===== src/rtl/tdm_demux_4ch.sv =====
// rtl/tdm_demux_4ch.sv - 4-slot TDM receive demux with framing-error detection
// Rebuilds {ch3,ch2,ch1,ch0} frames from a slot stream and counts framing errors.
module tdm_demux_4ch #(
  parameter int WIDTH       = 1,
  parameter int STRICT_SYNC = 1,
  parameter int ERR_CNT_W   = 8
) (
  input  logic                 clk,
  input  logic                 rst_n,
  input  logic [WIDTH-1:0]     din,
  input  logic                 din_valid,
  input  logic                 frame_sync,
  output logic [4*WIDTH-1:0]   dout,
  output logic                 dout_valid,
  output logic [1:0]           slot,
  output logic                 locked,
  output logic                 sync_err,
  output logic [ERR_CNT_W-1:0] err_count
);

  typedef enum logic {HUNT, RUN} state_t;

  state_t               r_state;
  logic [1:0]           r_slot;
  logic [WIDTH-1:0]     r_sh0, r_sh1, r_sh2;
  logic [4*WIDTH-1:0]   r_dout;
  logic                 r_dout_valid;
  logic                 r_sync_err;
  logic [ERR_CNT_W-1:0] r_err_count;

  logic w_run_beat;
  logic w_early;
  logic w_lost;
  logic w_err;

  assign w_run_beat = din_valid && (r_state == RUN);
  assign w_early    = w_run_beat && (r_slot != 2'd0) && frame_sync;
  assign w_lost     = w_run_beat && (r_slot == 2'd0) && !frame_sync && (STRICT_SYNC != 0);
  assign w_err      = w_early || w_lost;

  always_ff @(posedge clk or negedge rst_n) begin
    if (!rst_n) begin
      r_state      <= HUNT;
      r_slot       <= 2'd0;
      r_sh0        <= '0;
      r_sh1        <= '0;
      r_sh2        <= '0;
      r_dout       <= '0;
      r_dout_valid <= 1'b0;
      r_sync_err   <= 1'b0;
      r_err_count  <= '0;
    end else begin
      r_dout_valid <= 1'b0;
      r_sync_err   <= w_err;
      if (w_err && (r_err_count != {ERR_CNT_W{1'b1}}))
        r_err_count <= r_err_count + 1'b1;

      if (din_valid) begin
        case (r_state)
          HUNT: begin
            if (frame_sync) begin
              r_sh0   <= din;
              r_slot  <= 2'd1;
              r_state <= RUN;
            end
          end
          RUN: begin
            if (w_early) begin
              r_sh0  <= din;
              r_slot <= 2'd1;
            end else if (w_lost) begin
              r_slot  <= 2'd0;
              r_state <= HUNT;
            end else begin
              case (r_slot)
                2'd0: r_sh0 <= din;
                2'd1: r_sh1 <= din;
                2'd2: r_sh2 <= din;
                default: begin
                  // Slot 3 is never shadowed: it goes straight into the frame.
                  r_dout       <= {din, r_sh2, r_sh1, r_sh0};
                  r_dout_valid <= 1'b1;
                end
              endcase
              r_slot <= r_slot + 2'd1;
            end
          end
          default: r_state <= HUNT;
        endcase
      end
    end
  end

  assign dout       = r_dout;
  assign dout_valid = r_dout_valid;
  assign slot       = r_slot;
  assign locked     = (r_state == RUN);
  assign sync_err   = r_sync_err;
  assign err_count  = r_err_count;

endmodule


===== config.mk =====
export PLATFORM = sky130hd
export DESIGN_NAME = tdm_demux_4ch
export DESIGN_NICKNAME = d
export VERILOG_FILES = /design/src/rtl/tdm_demux_4ch.sv
export SDC_FILE = /design/constraint.sdc
export NUM_CORES = 1
export LEC_CHECK = 0
export CAP_MARGIN = 30
export CORE_MARGIN = 1.5
export CORE_UTILIZATION = 35
export DETAILED_ROUTE_END_ITERATION = 8
export GPL_TIMING_DRIVEN = 0
export HOLD_SLACK_MARGIN = 0.02
export REMOVE_ABC_BUFFERS = 1
export SYNTH_ARGS = -nofsm -noshare
export SYNTH_HDL_FRONTEND = slang
export SYNTH_SLANG_ARGS = --single-unit

===== constraint.sdc =====
create_clock -name clk -period 2.9 [get_ports clk]
set_input_delay 0.435 -clock clk [delete_from_list [all_inputs] [get_ports clk]]
set_output_delay 0.435 -clock clk [all_outputs]
set_load 0.02 [all_outputs]

---- After elaboration in Yosys (flattened, before gate mapping) ----
Cells that the tools add are included.
cells by class
  reductions and logical operators ........ 16
  muxes and demuxes ....................... 18
  equal/unequal tests ..................... 6
  add/subtract/negate cells ............... 2
  bitwise operators ....................... 4
operator list
  cell                   number
  $reduce_and A5 Y1      3
  $mux W1                12
  $add A8 B1 Y8 const B  1
  $ne A8 B8 Y1 const B   1
  $logic_and A1 B1 Y1    6
  $mux W2                3
  $not A1 Y1             4
  $pmux W1 S2            2
  $pmux W2 S2            1
  $reduce_and A4 Y1      1
  $ne A3 B1 Y1 const B   1
  $ne A3 B3 Y1 const B   1
  $reduce_or A3 Y1       1
  $add A2 B1 Y2 const B  1
  $eq A2 B1 Y1 const B   1
  $eq A2 B2 Y1 const B   1
  $logic_not A2 Y1       1
  $ne A2 B2 Y1 const B   1
  $reduce_and A2 Y1      1
  $reduce_bool A2 Y1     1
  $logic_not A1 Y1       1
  $logic_or A1 B1 Y1     1
word-level totals
  bits of input ports ..................... 5
  output and inout bits ................... 17
  bits in registers ....................... 20

---- Longest topological paths before layout ----
  depth after elaboration ................. 7
  mapped depth ............................ 6
  gate-level depth less buffers ........... 6

---- Worst setup path before layout ----
OpenSTA, ideal clock, no wires.
  kind .................................... register to register
  start point ............................. register r_slot[0] (netlist: slot[0])
  end point ............................... register r_err_count[7] (netlist: err_count[7])
  cell stages (with the launch flop) ...... 7
  setup time .............................. 0.125 ns
  path buffers ............................ 0
  period minus slack after synthesis ...... 1.780 ns
  arrival time ............................ 1.656 ns
  data required time ...................... 2.775 ns
  path slack .............................. 1.120 ns
  cells stage by stage .................... dfrtp_1 -> inv_1 -> ha_1 -> xor2_2 -> nand3_1 -> nor2_1 -> mux2_2
on the way
  word-level cells in the longest chain between the ends .. 5
  elaborated cells on any way between the ends .. 8
  classes of those cells .................. 8 x reduce/logical
RTL lines
  item                                                         line    source
  start: declaration                                           24      logic [1:0] r_slot;
  start signal: assignment                                     85      r_slot <= r_slot + 2'd1;
  $reduce_bool A2 Y1 or $logic_not A2 Y1 (tied branches)       37, 38
  $logic_and A1 B1 Y1, on equally long branches (2 in series)  37, 38
  $logic_or A1 B1 Y1 *                                         39      assign w_err = w_early || w_lost;
  $logic_and A1 B1 Y1 *                                        55      if (w_err && (r_err_count != {ERR_CNT_W{1'b1}}))
  end signal: assignment                                       56      r_err_count <= r_err_count + 1'b1;
  end: declaration                                             29      logic [ERR_CNT_W-1:0] r_err_count;
Every way passes the cells marked *; elsewhere a longest branch is shown, timed or not.
A chain may end at the register's enable or synchronous reset.

---- Worst setup path after layout ----
Ends and elaborated chain as after synthesis.

==> impl_metrics.env <==
export IMPL_status="completed"
export IMPL_worstSetupPathType="flop to flop"
export IMPL_p_sw_share_pct=34.95
export IMPL_p_sw_mw=0.4286
export IMPL_rows=18
export IMPL_core_area_um2=2545
export IMPL_synth_top_area_share_pct=52.08
export IMPL_dieArea_um2=3069
export IMPL_wl_per_cell_um=11.91
export IMPL_seqPwrFrac_pct=37.7
export IMPL_ys_ff_latch=20
export IMPL_grt_pass1_vias=717
export IMPL_hold_violations=0
export IMPL_setup_violations=0
export IMPL_fin_crit_ns=1.851
export IMPL_start_util_pct=37.76
export IMPL_ys_seq_area_share_pct=52.08
export IMPL_area_growth_syn_to_layout_pct=31.25
export IMPL_cts_setup_buffers=0
export IMPL_min_from="r_sh0"
export IMPL_synth_area_um2=960.9
export IMPL_crit_arrival_ns=2.04
export IMPL_drc=0
export IMPL_synth_area_leader_cell="dfrtp_1"
export IMPL_clockPowerShare_pct=18.4
export IMPL_avgViaCountPerCell=4.921
export IMPL_ys_top_cells_by_area="dfrtp_1 (52%), mux2_2 (11%), ha_1 (6.5%)"
export IMPL_hold_path_class="flop to flop"
export IMPL_antenna_found_initial=0
export IMPL_drt_iter0_markers=9
export IMPL_grt_max_degree=21
export IMPL_crit_fanout=6
export IMPL_crit_start="slot[0]"
export IMPL_timing_rr_end="err_count[7]"
export IMPL_grt_overflow=0
export IMPL_place_congestion=0.7575
export IMPL_fin_ws_ns=1.049
export IMPL_cts_sinks=20
export IMPL_endpoint_kind="flop"
export IMPL_firstDrtPassIters=4
export IMPL_clkTransAtPathRegs_ns=0.12
export IMPL_final_instance_count_excl_fill=140
export IMPL_timing_rr_start="slot[0]"
export IMPL_hold_buffers=0
export IMPL_nets=121
export IMPL_finClkSkew_ns=0.009857
export IMPL_cts_root_buf="clkbuf_4"
export IMPL_maxCapViolations=0
export IMPL_total_power_mw=1.226
export IMPL_die_width_um=55.40
export IMPL_dp_cells=136
export IMPL_syn_inst=85
export IMPL_fill_cells=256
export IMPL_endpoint="err_count[7]"
export IMPL_max_freq_ghz=0.5402
export IMPL_ios=22
export IMPL_fin_crit_sh_pct=63.83
export IMPL_post_place_ws_ns=0.8159
export IMPL_cts_htree_levels=1
export IMPL_worstMarginPinSlew_ns=0.8893
export IMPL_hpwl_um=1230
export IMPL_total_leakage_power_nw=0.5840
export IMPL_numCtsBuffers=3
export IMPL_yosysWarnings=0
export IMPL_grt_pass1_wl_um=3070
export IMPL_dr_total_vias=689
export IMPL_cts_resized=0
export IMPL_postRouteAntennaNets=0
export IMPL_maxSlewViolCount=0
export IMPL_drive_gt1_share_pct=17.27
export IMPL_n_antenna_cell=0
export IMPL_clk_latency_ns=0.30
export IMPL_regArea_um2=500.5
export IMPL_power_density_nw_per_um2=972.3
export IMPL_routed_wl_um=1668
export IMPL_grt_usage_pct=12.32
export IMPL_dieHeight_um=55.40
export IMPL_fin_tns_setup_ns=0
export IMPL_max_vdd_ir_drop_mv=0.7085
export IMPL_p_int_mw=0.7977
export IMPL_clock_path_buffers=2
export IMPL_critPathRequiredTime_ns=3.09
export IMPL_avgSynthCellArea_um2=11.30
export IMPL_r2r_slack_ns=1.05
export IMPL_combPwrFrac_pct=43.9
export IMPL_netlist_cell_type_count=21
export IMPL_layout_commonest_cell="clkdlybuf4s50_1"
export IMPL_cts_tree="built"
export IMPL_final_cell_mix="clkdlybuf4s50_1 (21), dfrtp_1 (20), nand2_1 (13), mux2_2 (9), nor2_1 (8)"
export IMPL_maxSlewHeadroom_pct=40.53
export IMPL_cp_start_kind="flop"
export IMPL_io_buffers=21
export IMPL_multiInputGateArea_um2=441.7
export IMPL_rr_worst_depth=6
export IMPL_rsz0062_at_grt="no"
## state kept, by name, summed over array words and instances (netlist names)
signal      count
dout            4
r_sh0           1
dout_valid      1
slot            2
sync_err        1
r_sh1           1
locked          1
r_sh2           1
err_count       8
## layer usage
| layer | share of wire, % | global-route usage [%] | up-vias |
|---|---|---|---|
| met5 | 0 | 0 | - |
| met1 | 48 | 15.35 | 335 |
| met4 | 0 | 3.484 | 0 |
| met2 | 48 | 20.07 | 17 |
| met3 | 4.2 | 4.450 | 0 |
| li1 | - | - | 337 |
## kinds of logic after synthesis
group                    synth area share [%]
AO/OA/AOI/OAI                           5.859
XOR/XNOR                                4.428
adder cells (fa/ha/maj)                 6.510
buffers and inverters                   1.953
flip-flops                              52.08
multiplexers                            14.71
AND/OR/NAND/NOR                         14.45
## worst min path at each step
stage	endpoint	depth (start not counted)	slack, ns
floorplan	dout[0]	0	0.14
global placement	dout[2]	1	0.49
detailed placement	dout[1]	1	0.49
CTS	dout[0]	1	0.51
global route	dout[0]	1	0.51
finish	dout[0]	1	0.51
## through the flow
| stage | hold WS (ns) | utilization (%) | instance area (um2) |
|---|---|---|---|
| 2_1_floorplan | 0.1394 | - | 960.9 |
| 3_3_place_gp | 0.4875 | 47.49 | 1209 |
| 3_5_place_dp | 0.4941 | 47.49 | 1209 |
| 4_1_cts | 0.5100 | 49.56 | 1261 |
| 5_1_grt | 0.5144 | 49.56 | 1261 |
| 6_report | 0.5075 | 49.56 | 1261 |
## critical path, stage by stage (launching register included)
cell     delay, ns
dfrtp_1       0.45
inv_1         0.12
ha_1          0.29
xor2_2        0.25
nand3_1       0.17
nor2_1        0.13
mux2_2        0.34
## power groups by stage
| stage | combinational [mW] | sequential [mW] | clock, mW |
|---|---|---|---|
| 5_1_grt | 0.583 | 0.483 | 0.250 |
| 6_report | 0.538 | 0.463 | 0.225 |
| 2_1_floorplan | 0.230 | 0.557 | 0 |
| 3_5_place_dp | 0.541 | 0.470 | 0 |
| 3_3_place_gp | 0.538 | 0.469 | 0 |
| 4_1_cts | 0.545 | 0.466 | 0.239 |
## synth_stat cells
master and instances:
xor2_2 1, nand3_1 4, o21ai_2 1, xnor2_1 2, and2_1 1, xor2_1 1, and3_1 2, nand2_1 13
nor2_1 8, mux2_4 2, a22o_2 1, inv_1 5, mux2i_1 1, a21oi_1 1, o21ai_0 3, nand4_1 2
ha_1 5, a22o_1 2, mux2_2 9, and2_4 1, dfrtp_1 20
## cell type report
| class | instances | area share, % |
|---|---|---|
| clock buffers | 3 | 1.786 |
| clock inverters | 1 | 2.381 |
| inverters | 5 | 1.488 |
| multi-input cells | 60 | 35.02 |
| flip-flops and latches | 20 | 39.68 |
| well taps | 30 | 2.976 |
| repair buffers | 21 | 16.67 |
No activity file was read; power rests on OpenSTA's default activity.
